[src/rtl/pyseq_gen.sv]
// Payload bit sequencer for BR/EDR packets: payload timing (data/parity/CRC periods,
// FEC block ends, end pulse, EDR trailer) plus RX bit packing into addressed words.
module pyseq_gen #(
  parameter int unsigned FEC_K    = 10,
  parameter int unsigned FEC_N    = 15,
  parameter int unsigned LEN_W    = 13,
  parameter int unsigned CRC_LEN  = 16,
  parameter int unsigned WORD_W   = 32,
  parameter int unsigned ADDR_W   = 8,
  parameter int unsigned TRL_DPSK = 4,
  parameter int unsigned TRL_8PSK = 6
) (
  input  logic              clk_6m_i,
  input  logic              rst_i,
  input  logic              py_datvalid_p_i,
  input  logic              py_st_p_i,
  input  logic              dir_rx_i,
  input  logic [1:0]        fec_mode_i,
  input  logic              crcencode_i,
  input  logic              edr_i,
  input  logic              dpsk_i,
  input  logic [LEN_W-1:0]  pylenbit_i,
  input  logic              rxbit_dec_i,
  output logic              py_period_o,
  output logic              daten_o,
  output logic              paren_o,
  output logic [LEN_W-1:0]  pybitcount_o,
  output logic              py_datperiod_o,
  output logic              py_crc16period_o,
  output logic              blk_endp_o,
  output logic              py_endp_o,
  output logic              trailer_o,
  output logic              trailer_endp_o,
  output logic [WORD_W-1:0] rxword_o,
  output logic              rxword_valid_p_o,
  output logic [ADDR_W-1:0] rxword_adr_o
);

  localparam int unsigned BlkW   = $clog2(FEC_N);
  localparam int unsigned CntW   = LEN_W + 1;
  localparam int unsigned TrlMax = (TRL_8PSK > TRL_DPSK) ? TRL_8PSK : TRL_DPSK;
  localparam int unsigned TrlW   = $clog2(TrlMax + 1);
  localparam int unsigned FillW  = $clog2(WORD_W);

  localparam logic [BlkW-1:0]  BlkK      = BlkW'(FEC_K);
  localparam logic [BlkW-1:0]  BlkLast23 = BlkW'(FEC_N - 1);
  localparam logic [BlkW-1:0]  BlkLastK  = BlkW'(FEC_K - 1);
  localparam logic [TrlW-1:0]  TrlLastD  = TrlW'(TRL_DPSK - 1);
  localparam logic [TrlW-1:0]  TrlLast8  = TrlW'(TRL_8PSK - 1);
  localparam logic [FillW-1:0] FillLast  = FillW'(WORD_W - 1);
  localparam logic [CntW-1:0]  CrcBits   = CntW'(CRC_LEN);

  typedef enum logic [1:0] {StIdle, StData, StTrail} state_e;

  state_e             state_q, state_d;
  logic [LEN_W-1:0]   len_q, len_d;
  logic [CntW-1:0]    total_q, total_d;
  logic [BlkW-1:0]    blkcnt_q, blkcnt_d;
  logic [1:0]         rep_q, rep_d;
  // Kept one bit wider than the port so FEC2/3 filler beyond total cannot wrap.
  logic [CntW-1:0]    cnt_q, cnt_d;
  logic [TrlW-1:0]    trl_cnt_q, trl_cnt_d;
  logic [WORD_W-1:0]  word_q, word_d;
  logic [FillW-1:0]   fill_q, fill_d;
  logic               pad_q, pad_d;
  logic               valid_q, valid_d;
  logic [ADDR_W-1:0]  adr_q, adr_d;

  logic fec23, fec13, in_data, in_trail, start, strobe_data, is_dat, adv, pack;
  logic blk_endp, py_endp, trailer_endp;
  logic [BlkW-1:0] blk_last;

  // Decode of strobe qualifiers and payload timing pulses.
  always_comb begin
    fec23       = (fec_mode_i == 2'b10);
    fec13       = (fec_mode_i == 2'b01);
    in_data     = (state_q == StData);
    in_trail    = (state_q == StTrail);
    start       = py_st_p_i && (pylenbit_i != '0);
    strobe_data = py_datvalid_p_i && in_data;
    is_dat      = (blkcnt_q < BlkK);
    blk_last    = fec23 ? BlkLast23 : BlkLastK;
    adv         = strobe_data && is_dat && (!fec13 || (rep_q == 2'd2));
    pack        = dir_rx_i && adv && (cnt_q < total_q);
    blk_endp    = strobe_data && fec23 && (blkcnt_q == BlkLast23);
    // At a block end every data position of the block has already advanced cnt_q,
    // so cnt_q equals blocks_done*FEC_K here.
    if (fec23) py_endp = blk_endp && (cnt_q >= total_q);
    else       py_endp = adv && (cnt_q == total_q - CntW'(1));
    trailer_endp = py_datvalid_p_i && in_trail &&
                   (trl_cnt_q == (dpsk_i ? TrlLastD : TrlLast8));
  end

  // FSM state register.
  always_ff @(posedge clk_6m_i) begin
    if (rst_i) state_q <= StIdle;
    else       state_q <= state_d;
  end

  // FSM next state; a valid start pulse wins in every state.
  always_comb begin
    state_d = state_q;
    if (start) begin
      state_d = StData;
    end else begin
      unique case (state_q)
        StData:  if (py_endp) state_d = edr_i ? StTrail : StIdle;
        StTrail: if (trailer_endp) state_d = StIdle;
        default: state_d = state_q;
      endcase
    end
  end

  // FSM outputs.
  always_comb begin
    py_period_o      = in_data;
    trailer_o        = in_trail;
    daten_o          = in_data && is_dat;
    paren_o          = in_data && !is_dat;
    blk_endp_o       = blk_endp;
    py_endp_o        = py_endp;
    trailer_endp_o   = trailer_endp;
    pybitcount_o     = cnt_q[LEN_W-1:0];
    py_datperiod_o   = in_data && (cnt_q < {1'b0, len_q});
    py_crc16period_o = in_data && (cnt_q >= {1'b0, len_q}) && (cnt_q < total_q);
  end

  // Next state of the block, repetition, bit and trailer counters.
  always_comb begin
    len_d     = len_q;
    total_d   = total_q;
    blkcnt_d  = blkcnt_q;
    rep_d     = rep_q;
    cnt_d     = cnt_q;
    trl_cnt_d = trl_cnt_q;
    if (start) begin
      len_d     = pylenbit_i;
      total_d   = {1'b0, pylenbit_i} + (crcencode_i ? CrcBits : '0);
      blkcnt_d  = '0;
      rep_d     = '0;
      cnt_d     = '0;
      trl_cnt_d = '0;
    end else begin
      if (strobe_data) begin
        blkcnt_d = (blkcnt_q == blk_last) ? '0 : blkcnt_q + BlkW'(1);
        if (fec13) rep_d = (rep_q == 2'd2) ? 2'd0 : rep_q + 2'd1;
      end
      if (adv) cnt_d = cnt_q + CntW'(1);
      if (py_datvalid_p_i && in_trail) trl_cnt_d = trl_cnt_q + TrlW'(1);
      if (py_endp || trailer_endp) trl_cnt_d = '0;
    end
  end

  // Next state of the RX packer: shift data bits, then zero-pad a partial last word.
  always_comb begin
    word_d  = word_q;
    fill_d  = fill_q;
    pad_d   = pad_q;
    adr_d   = adr_q;
    valid_d = 1'b0;
    if (!dir_rx_i || start) begin
      word_d = '0;
      fill_d = '0;
      pad_d  = 1'b0;
      adr_d  = '0;
    end else begin
      if (valid_q) adr_d = adr_q + ADDR_W'(1);
      if (pack || pad_q) begin
        word_d = {pack ? rxbit_dec_i : 1'b0, word_q[WORD_W-1:1]};
        if (fill_q == FillLast) begin
          fill_d  = '0;
          valid_d = 1'b1;
          pad_d   = 1'b0;
        end else begin
          fill_d = fill_q + FillW'(1);
        end
      end
      if (py_endp && (fill_d != '0)) pad_d = 1'b1;
    end
  end

  // Datapath and counter registers.
  always_ff @(posedge clk_6m_i) begin
    if (rst_i) begin
      len_q     <= '0;
      total_q   <= '0;
      blkcnt_q  <= '0;
      rep_q     <= '0;
      cnt_q     <= '0;
      trl_cnt_q <= '0;
      word_q    <= '0;
      fill_q    <= '0;
      pad_q     <= 1'b0;
      valid_q   <= 1'b0;
      adr_q     <= '0;
    end else begin
      len_q     <= len_d;
      total_q   <= total_d;
      blkcnt_q  <= blkcnt_d;
      rep_q     <= rep_d;
      cnt_q     <= cnt_d;
      trl_cnt_q <= trl_cnt_d;
      word_q    <= word_d;
      fill_q    <= fill_d;
      pad_q     <= pad_d;
      valid_q   <= valid_d;
      adr_q     <= adr_d;
    end
  end

  assign rxword_o         = word_q;
  assign rxword_valid_p_o = valid_q;
  assign rxword_adr_o     = adr_q;

endmodule

[config.mk]
export PLATFORM = sky130hd
export DESIGN_NAME = pyseq_gen
export DESIGN_NICKNAME = d
export VERILOG_FILES = /design/src/rtl/pyseq_gen.sv
export SDC_FILE = /design/constraint.sdc
export NUM_CORES = 1
export LEC_CHECK = 0
export ABC_CLOCK_PERIOD_IN_PS = 5800
export BUFFER_PORTS_ARGS = -buffer_cell sky130_fd_sc_hd__buf_2
export CAP_MARGIN = 20
export CORE_MARGIN = 8
export CORE_UTILIZATION = 40
export DETAILED_ROUTE_END_ITERATION = 7
export SLEW_MARGIN = 30
export SYNTH_ARGS = -nofsm -noshare
export SYNTH_HDL_FRONTEND = slang
export SYNTH_SLANG_ARGS = --single-unit
[constraint.sdc]
create_clock -name clk_6m_i -period 5.8 [get_ports clk_6m_i]
set_input_delay 0.58 -clock clk_6m_i [delete_from_list [all_inputs] [get_ports clk_6m_i]]
set_output_delay 0.58 -clock clk_6m_i [all_outputs]
set_load 0.01 [all_outputs]
==> results.md <==
- Max-cap violations: 0
- CTS tree: built
- Critical path peak fanout: 12
- Mapped Area: 5240 sq um
- Syn_nets: 679
- # setup viols final: 0
- Final-report hold violation count: 0
- Netlist cell types: 59
- Sequential element share of the synthesized area: 0.363
- DRC viols: 0
- Setup tns final: 0 ns
- Gpl congestion: 0.859
- Final period utilization: 0.616
- WHS: 0.455 ns
- Pre-CTS setup slack: 2.50 ns
- 1st-iter DRT viols: 278
- FMAX: 280 MHz
- Max VDD drop: 0.000116 V
- Die area: 17,000 sq um
- Row cnt: 42
- First-pass GRT wire length: 20,700 um
- Hold WC Path Type: flop to flop
- Antenna Nets Post-Route: 0
- CTS max path bufs: 2
- Final Non-Filler Cells: 859
- Startpoint types: flop
- Die Wd: 130 um
- Post-CTS Setup Inserts: 0
- EDFF count, synth: 0
- Synthesis-to-finish area growth: 14.8%
- Final Util: 0.461
- Vias/cell: 5.19
- Crit. End Element: output port
- Final slew viol count: 0
- YS warnings: 0
- Worst EP required: 5.22 ns
- Post-cts resize count: 0
- Layout cells sized above 1: 0.173
- Leak: 2.69 nW
- Top-area cell type share of the netlist area: 0.363
- Seq cells post-synth: 95
- Fin Clk Skew: 0.00694 ns
- Clock Pin Slew Worst Setup and Hold Paths: 0.07 ns
- Via count: 4,461
- Total congestion overflow: 0
- RSZ-0062 raised after global routing: no
- Relative slew slack: 0.413
- Final setup margin: 2.23 ns
- Wire length per cell: 14.7 um
- Synthesized netlist cell count: 620
- Total Routing Usage GR: 0.152
- Pwr/cell area: 244 nW/um^2
- Post-Syn Area per Cell: 8.44 sq um
- CTS buffer count: 9
- Run status: completed
- Starting Density: 0.402
- Most used DFF post-synth: dfxtp_1
- Hold buffer count at CTS: 0
- Port Buffers: 86
- Core area: 13,000 sq um
- Crit Path Class: flop to output port
- Fin nets: 738
- HPWL Detailed: 9670 um
- Clk_lat worst skew: 0.34 ns
- Antenna Cells: 0
- Largest cells by area after synthesis: dfxtp_1, ha_1, mux2i_1
- Placed insts: 844
- H-tree depth: 3
- Antenna violations before repair: 0
- Cell taking the most area after synthesis: dfxtp_1
- Vias in the first global route: 4,289
- Tightest Pin Transition: 0.880 ns
- Arr. time, crit path: 2.99 ns
- CTS Root Buffer Type: clkbuf_16
- Tmin final: 3.57 ns
- IO Count: 87
- Clock Sinks: 95
- Largest net degree at the start of global routing: 32
- Post-synth ARST share: 0
- 1st-pass router iterations: 5
- Final wirelength: 12,600 um
- Die Y: 130 um
-- cell usage in the layout, fill, tap and decap left out, drive strengths merged, types with 7 or more instances in the layout --
cell type,instances
dfxtp,95
buf,89
nor2,88
nand2,49
a21oi,43
mux2i,35
ha,35
inv,32
xor2,27
o21ai,20
nand4,18
nand3,17
nor3,16
xnor2,15
a31oi,10
clkbuf,9
a211oi,8
nor2b,7
nor4,7
-- sequential cells by signal (all words and copies together) (netlist names), 2 cells and up --
name,count
blkcnt_q,4
cnt_q,14
fill_q,5
len_q,13
rep_q,2
rxword_adr_o,8
rxword_o,32
state_q,2
total_q,10
trl_cnt_q,3
-- through the flow --
step / power, mW / area (sq um)
after floorplan: 0.801 / 5240
after global placement: 0.841 / 5690
after detailed placement: 0.844 / 5690
after CTS: 1.48 / 6010
after global routing: 1.53 / 6010
final: 1.47 / 6010
-- power by group --
group	internal, mW	total, mW	switching [mW]
registers	0.663	0.678	0.0145
clock network	0.379	0.637	0.259
logic	0.0592	0.151	0.0923
-- synth_stat cells (all sizes together) (16+ instances only) --
master	n
a21oi	43
buf	22
clkbuf	19
dfxtp	95
ha	35
inv	30
mux2i	35
nand2	49
nand3	17
nand4	18
nor2	88
nor3	16
o21ai	20
xor2	27
-- worst max-delay path, stage by stage, from the launching register on --
cell and delay [ns]:
dfxtp_1 0.33, inv_1 0.06, ha_1 0.27, nand2_2 0.18, a211oi_4 0.58, o21ai_1 0.16
nor4_2 0.27, nand4b_1 0.17, o31ai_2 0.43, buf_2 0.21
-- layout make-up --
| cell class | instances | area (sq um) |
|---|---|---|
| Multi-Input combinational cell | 454 | 3010 |
| Timing Repair Buffer | 89 | 453 |
| Clock buffer | 9 | 225 |
| Clock inverter | 6 | 91.3 |
| Tap cell | 176 | 220 |
| Inverter | 30 | 113 |
| Fill cell | 1350 | 7020 |
| Sequential cell | 95 | 1900 |
-- kinds of logic (layout without fill, tap and decap cells) --
logic type / Yosys count / count (layout) / synth area share
AO/OA/AOI/OAI: 108 / 108 / 0.131
adder cells (fa/ha/maj): 35 / 35 / 0.0837
AND/OR/NAND/NOR: 234 / 234 / 0.220
XOR/XNOR: 42 / 42 / 0.0703
buffers and inverters: 71 / 134 / 0.0645
flip-flops: 95 / 95 / 0.363
multiplexers: 35 / 35 / 0.0669
-- final timing paths --
check                                from                        end  slack, ns  cells after the start
setup / recovery  state_q[1]$_SDFFE_PP0P_                  py_endp_o       2.23                      9
hold reg to reg    len_q[12]$_SDFFE_PP0P_     len_q[12]$_SDFFE_PP0P_       0.46                      2
hold / removal     len_q[12]$_SDFFE_PP0P_     len_q[12]$_SDFFE_PP0P_       0.46                      2
setup reg to reg    cnt_q[7]$_SDFFE_PP0N_  rxword_o[14]$_SDFFE_PP0N_       2.67                      8
-- routing by layer --
| layer | vias up | global-route usage | wire [um] |
|---|---|---|---|
| met5 | - | 0 | 0 |
| met4 | 0 | 0.0446 | 165 |
| met3 | 13 | 0.0438 | 775 |
| met2 | 98 | 0.242 | 5800 |
| met1 | 2083 | 0.196 | 5850 |
| li1 | 2267 | - | - |
No activity file was read; power rests on OpenSTA's default activity.
